File: src/rtl/register_bank.sv
// Dual-port byte-maskable register bank that zeroes itself after reset.
// Read data is registered and arrives 1 cycle after the access.
// There is no backpressure. Both ports are always ready, except that accesses are ignored while CLR_BUSY is high.
module register_bank #(
    parameter int WIDTH = 16,
    parameter int DEPTH = 16,
    localparam int AW = $clog2(DEPTH),
    localparam int NB = WIDTH / 8
) (
    input  logic             CLK,
    input  logic             RESET,
    input  logic             A_EN,
    input  logic             A_WEN,
    input  logic [NB-1:0]    A_BE,
    input  logic [AW-1:0]    A_ADDR,
    input  logic [WIDTH-1:0] A_DIN,
    output logic [WIDTH-1:0] A_DOUT,
    input  logic             B_EN,
    input  logic             B_WEN,
    input  logic [NB-1:0]    B_BE,
    input  logic [AW-1:0]    B_ADDR,
    input  logic [WIDTH-1:0] B_DIN,
    output logic [WIDTH-1:0] B_DOUT,
    output logic             CLR_BUSY
);

    localparam logic [0:0]    ST_CLEAR = 1'b0;
    localparam logic [0:0]    ST_RUN   = 1'b1;
    localparam logic [AW-1:0] LAST_IDX = AW'(DEPTH - 1);

    logic [0:0]       state;
    logic [AW-1:0]    clr_idx;
    logic [WIDTH-1:0] mem [DEPTH];

    logic             a_wr;
    logic             b_wr;
    logic [WIDTH-1:0] a_post;
    logic [WIDTH-1:0] b_post;

    assign a_wr     = (state == ST_RUN) && A_EN && A_WEN;
    assign b_wr     = (state == ST_RUN) && B_EN && B_WEN;
    assign CLR_BUSY = (state == ST_CLEAR);

    // Post-write view of each port's address: B bytes first, then A bytes on top so A wins overlapping bytes.
    always_comb begin
        a_post = mem[A_ADDR];
        b_post = mem[B_ADDR];
        for (int i = 0; i < NB; i++) begin
            if (b_wr && (B_ADDR == A_ADDR) && B_BE[i]) a_post[8*i +: 8] = B_DIN[8*i +: 8];
            if (a_wr && A_BE[i])                       a_post[8*i +: 8] = A_DIN[8*i +: 8];
            if (b_wr && B_BE[i])                       b_post[8*i +: 8] = B_DIN[8*i +: 8];
            if (a_wr && (A_ADDR == B_ADDR) && A_BE[i]) b_post[8*i +: 8] = A_DIN[8*i +: 8];
        end
    end

    // Clear sequencer: wipe one register per cycle, then hand over to normal operation.
    always_ff @(posedge CLK or posedge RESET) begin
        if (RESET) begin
            state   <= ST_CLEAR;
            clr_idx <= '0;
        end else if (state == ST_CLEAR) begin
            clr_idx <= clr_idx + 1'b1;
            if (clr_idx == LAST_IDX) state <= ST_RUN;
        end
    end

    // Storage is not reset. It is zeroed by the sequencer, and no write may land on an edge where RESET is high.
    always_ff @(posedge CLK) begin
        if (!RESET) begin
            if (state == ST_CLEAR) begin
                mem[clr_idx] <= '0;
            end else begin
                if (a_wr) mem[A_ADDR] <= a_post;
                if (b_wr) mem[B_ADDR] <= b_post;
            end
        end
    end

    // Registered read data. It is write-first, it bypasses the other port's write, and it is held at zero during clear.
    always_ff @(posedge CLK or posedge RESET) begin
        if (RESET) begin
            A_DOUT <= '0;
            B_DOUT <= '0;
        end else if (state == ST_CLEAR) begin
            A_DOUT <= '0;
            B_DOUT <= '0;
        end else begin
            if (A_EN) A_DOUT <= a_post;
            if (B_EN) B_DOUT <= b_post;
        end
    end

endmodule

File: config.mk
export PLATFORM = sky130hd
export DESIGN_NAME = register_bank
export DESIGN_NICKNAME = d
export VERILOG_FILES = /design/src/rtl/register_bank.sv
export SDC_FILE = /design/constraint.sdc
export NUM_CORES = 1
export LEC_CHECK = 0
export ABC_AREA = 1
export CORE_MARGIN = 3
export CORE_UTILIZATION = 40
export CTS_CLUSTER_DIAMETER = 150
export CTS_CLUSTER_SIZE = 25
export DETAILED_ROUTE_END_ITERATION = 10
export PLACE_DENSITY_LB_ADDON = 0.08
export SLEW_MARGIN = 40
export SYNTH_ARGS = -nofsm -noshare
export SYNTH_HDL_FRONTEND = slang
export SYNTH_SLANG_ARGS = --single-unit
File: constraint.sdc
create_clock -name CLK -period 4 [get_ports CLK]
set_input_delay 0.6 -clock CLK [delete_from_list [all_inputs] [get_ports CLK]]
set_output_delay 0.6 -clock CLK [all_outputs]
set_load 0.02 [all_outputs]
==> insert_results.sql <==
INSERT INTO impl_metrics (metric_group, metric, value, unit) VALUES
('sta', 'max_slew_margin', '39.2', '%'),
('floorplan', 'floorplan.initialDensity', '40.6', '%'),
('route', 'met2WireLength', '40900', 'um'),
('power', 'p_sw_share', '32.9', '%'),
('floorplan', 'horizontal_die_dimension', '227', 'um'),
('placement', 'detailed_place.area', '21100', 'um2'),
('clock_tree', 'path_clk_slew', '110', 'ps'),
('sta', 'setup_viol', '0', ''),
('global_route', 'track_usage', '35.2', '%'),
('route', 'wl_per_cell', '27.5', 'um'),
('synth', 'mappedNetlistNets', '2739', ''),
('synth', 'synth_warnings', '0', ''),
('route', 'dr.max_layer_used', 'met5', ''),
('clock_tree', 'tritoncts_num_sinks', '293', ''),
('synth', 'synth.area.top_cells', 'edfxtp_1 (39%), nand2_1 (23%), nand4_1 (8.2%)', ''),
('route', 'drc', '0', ''),
('synth', 'synth.lib_cells_used.distinct', '32', ''),
('synth', 'post_synth_instance_area', '19500', 'um2'),
('status', 'outcome', 'finished clean', ''),
('clock_tree', 'cts_hold_buffers', '0', ''),
('route', 'drt_first_pass_iters', '6', ''),
('setup_path', 'worstSetupStartpointType', 'primary input', ''),
('floorplan', 'die_h', '227', 'um'),
('setup_path', 'cp_data_arrival_time', '3400', 'ps'),
('layout', 'antenna_cells', '0', ''),
('route', 'route.met3.wl', '9900', 'um'),
('setup_path', 'setup.reg_to_reg.worst_slack', '1240', 'ps'),
('synth', 'syn_avg_cell_area', '7.25', 'um2'),
('clock_tree', 'cts_inserted_buffers', '15', ''),
('power', 'power_frac_comb', '22.0', '%'),
('synth', 'ys_ff_latch', '293', ''),
('setup_path', 'setup.worst_path.end_class', 'flip-flop', ''),
('setup_path', 'cp_slowest_cell', 'clkdlybuf4s50_1', ''),
('global_route', 'grt_antenna_before_repair', '1', ''),
('floorplan', 'num_io_pins', '83', ''),
('placement', 'dp_hpwl', '59200', 'um'),
('clock_tree', 'post_cts_resized', '0', ''),
('synth', 'share_of_synthesized_area_occupied_by_flip_flops_and_latches', '44.2', '%'),
('layout', 'layout_commonest_cell', 'nand2_1', ''),
('clock_tree', 'cts_root_buffer', 'clkbuf_16', ''),
('sta', 'fmax', '0.326', 'GHz'),
('setup_path', 'timing.setup.critical_path_class', 'in2reg', ''),
('route', 'wirelength', '91300', 'um'),
('sta', 'timing.final.hold_violations', '0', ''),
('global_route', 'grt_pass1_vias', '19138', ''),
('power', 'sequential_cell_fraction_of_total_power', '50.5', '%'),
('setup_path', 'path_buf_inv', '5', ''),
('sta', 'min_period', '3070', 'ps'),
('placement', 'gp_routability_congestion', '0.966', ''),
('setup_path', 'cp_data_required_time', '4330', 'ps'),
('clock_tree', 'clockBufferDepth', '3', ''),
('setup_path', 'cpPeakStageDelay', '730', 'ps'),
('power', 'p_per_area', '314', 'nW/um2'),
('clock_tree', 'tritoncts_clock_tree', 'yes', ''),
('floorplan', 'die_area', '51400', 'um2'),
('route', 'number_of_vias_in_the_routed_layout', '20193', ''),
('power', 'p_switching', '0.00222', 'W'),
('power', 'internal_power', '0.00454', 'W'),
('global_route', 'grt_pass1_wl', '131000', 'um'),
('run', 'maxCapViolations', '0', ''),
('power', 'worst_case_vdd_ir_drop', '219', 'uV'),
('sta', 'setup_total_neg_slack', '0', 'ps'),
('sta', 'timing_worst_slew_pin_value', '912', 'ps'),
('layout', 'layout.cells.most_common_list', 'nand2_1 (1214), nand3_1 (311), edfxtp_1 (256)', ''),
('sta', 'worst_clock_skew', '39.2', 'ps'),
('global_route', 'grt_overflow_total', '0', ''),
('setup_path', 'critical_path.max_fanout', '16', ''),
('power', 'power.leakage', '9.57', 'nW'),
('route', 'wirelength_met1', '35300', 'um'),
('min_path', 'worstHoldPathType', 'reg2reg', ''),
('synth', 'postSynthCellCount', '2688', '');
-- tightest hold or removal path, cell delays in order (launching register included) --
cell and delay (ps):
dfrtp_1 350, nand2_1 50, nand2_1 60
-- Yosys cell counts --
master	count
inv_1	101
nor2_2	3
nor2_4	11
nand4_1	254
xnor2_1	1
nand3_1	311
buf_6	16
or2_1	12
o21ai_0	67
xor2_1	4
o21ai_1	7
clkbuf_1	69
nor2_1	69
ha_1	1
buf_4	20
nand3_4	2
clkinv_2	1
nand3_2	2
dfrtp_1	37
clkinv_1	4
edfxtp_1	256
o21bai_1	8
a21oi_1	22
or2_2	2
nand2_2	49
buf_1	28
nand2_1	1214
xor2_2	1
o21bai_2	6
inv_2	25
buf_2	84
nor2_8	1
-- metrics by stage --
| step | power [W] | std cells | hold WS [ps] | utilization (%) | setup WS [ps] |
|---|---|---|---|---|---|
| final | 0.00676 | 3314 | 486 | 44.9 | 931 |
| after floorplan | 0.00432 | 2688 | 469 | - | 782 |
| after global routing | 0.00694 | 3314 | 514 | 44.9 | 832 |
| after detailed placement | 0.00493 | 3288 | 465 | 44.0 | 418 |
| after CTS | 0.00673 | 3314 | 491 | 44.9 | 996 |
| after global placement | 0.00492 | 3288 | 462 | 44.0 | 430 |
-- layer usage --
layer,track usage [%],vias up
met5,0,-
met4,17.8,2
met3,6.71,261
met2,55.6,1353
met1,46.2,9607
li1,-,8970
-- worst paths after layout --
check                            from          to  cells after the start
min reg2reg                A_DOUT[12]  A_DOUT[12]                      2
max                         B_ADDR[1]  mem[4][10]                     14
min                        A_DOUT[12]  A_DOUT[12]                      2
max in group asynchronous       RESET   A_DOUT[6]                      4
max reg2reg                     state   mem[1][6]                      8
min in group asynchronous       RESET  clr_idx[2]                      4
-- flip-flops by register name, summed over array words and instances (netlist names) --
register	flops
B_DOUT	16
A_DOUT	16
mem	256
clr_idx	4
state	1
-- power groups by stage --
stage               combinational [W]  sequential [W]  clock [W]
floorplan                    0.000789         0.00353          0
global placement              0.00145         0.00348          0
detailed placement            0.00146         0.00348          0
CTS                           0.00146         0.00341    0.00186
global route                  0.00157         0.00342    0.00195
finish                        0.00149         0.00341    0.00186
-- cell families (layout without fill, tap and decap cells) --
logic type,Yosys count,in the layout,share of synthesized area (%)
adders and majority gates,1,1,0.0642
and+or+nand+nor,1930,1930,44.0
AOI/OAI and AO/OA,110,110,3.12
xor gates and xnor gates,6,6,0.308
DFF,293,293,44.2
buffers and inverters,348,359,8.26
-- cell type report --
cell class,count,area (um2)
multi-input cells,2047,9330
well taps,615,769
flip-flops and latches,293,8610
clock inverters,2,17.5
fillers,4774,26400
clock buffers,24,409
inverters,131,495
repair buffers,202,1920
(Power assumes the default switching activity.)
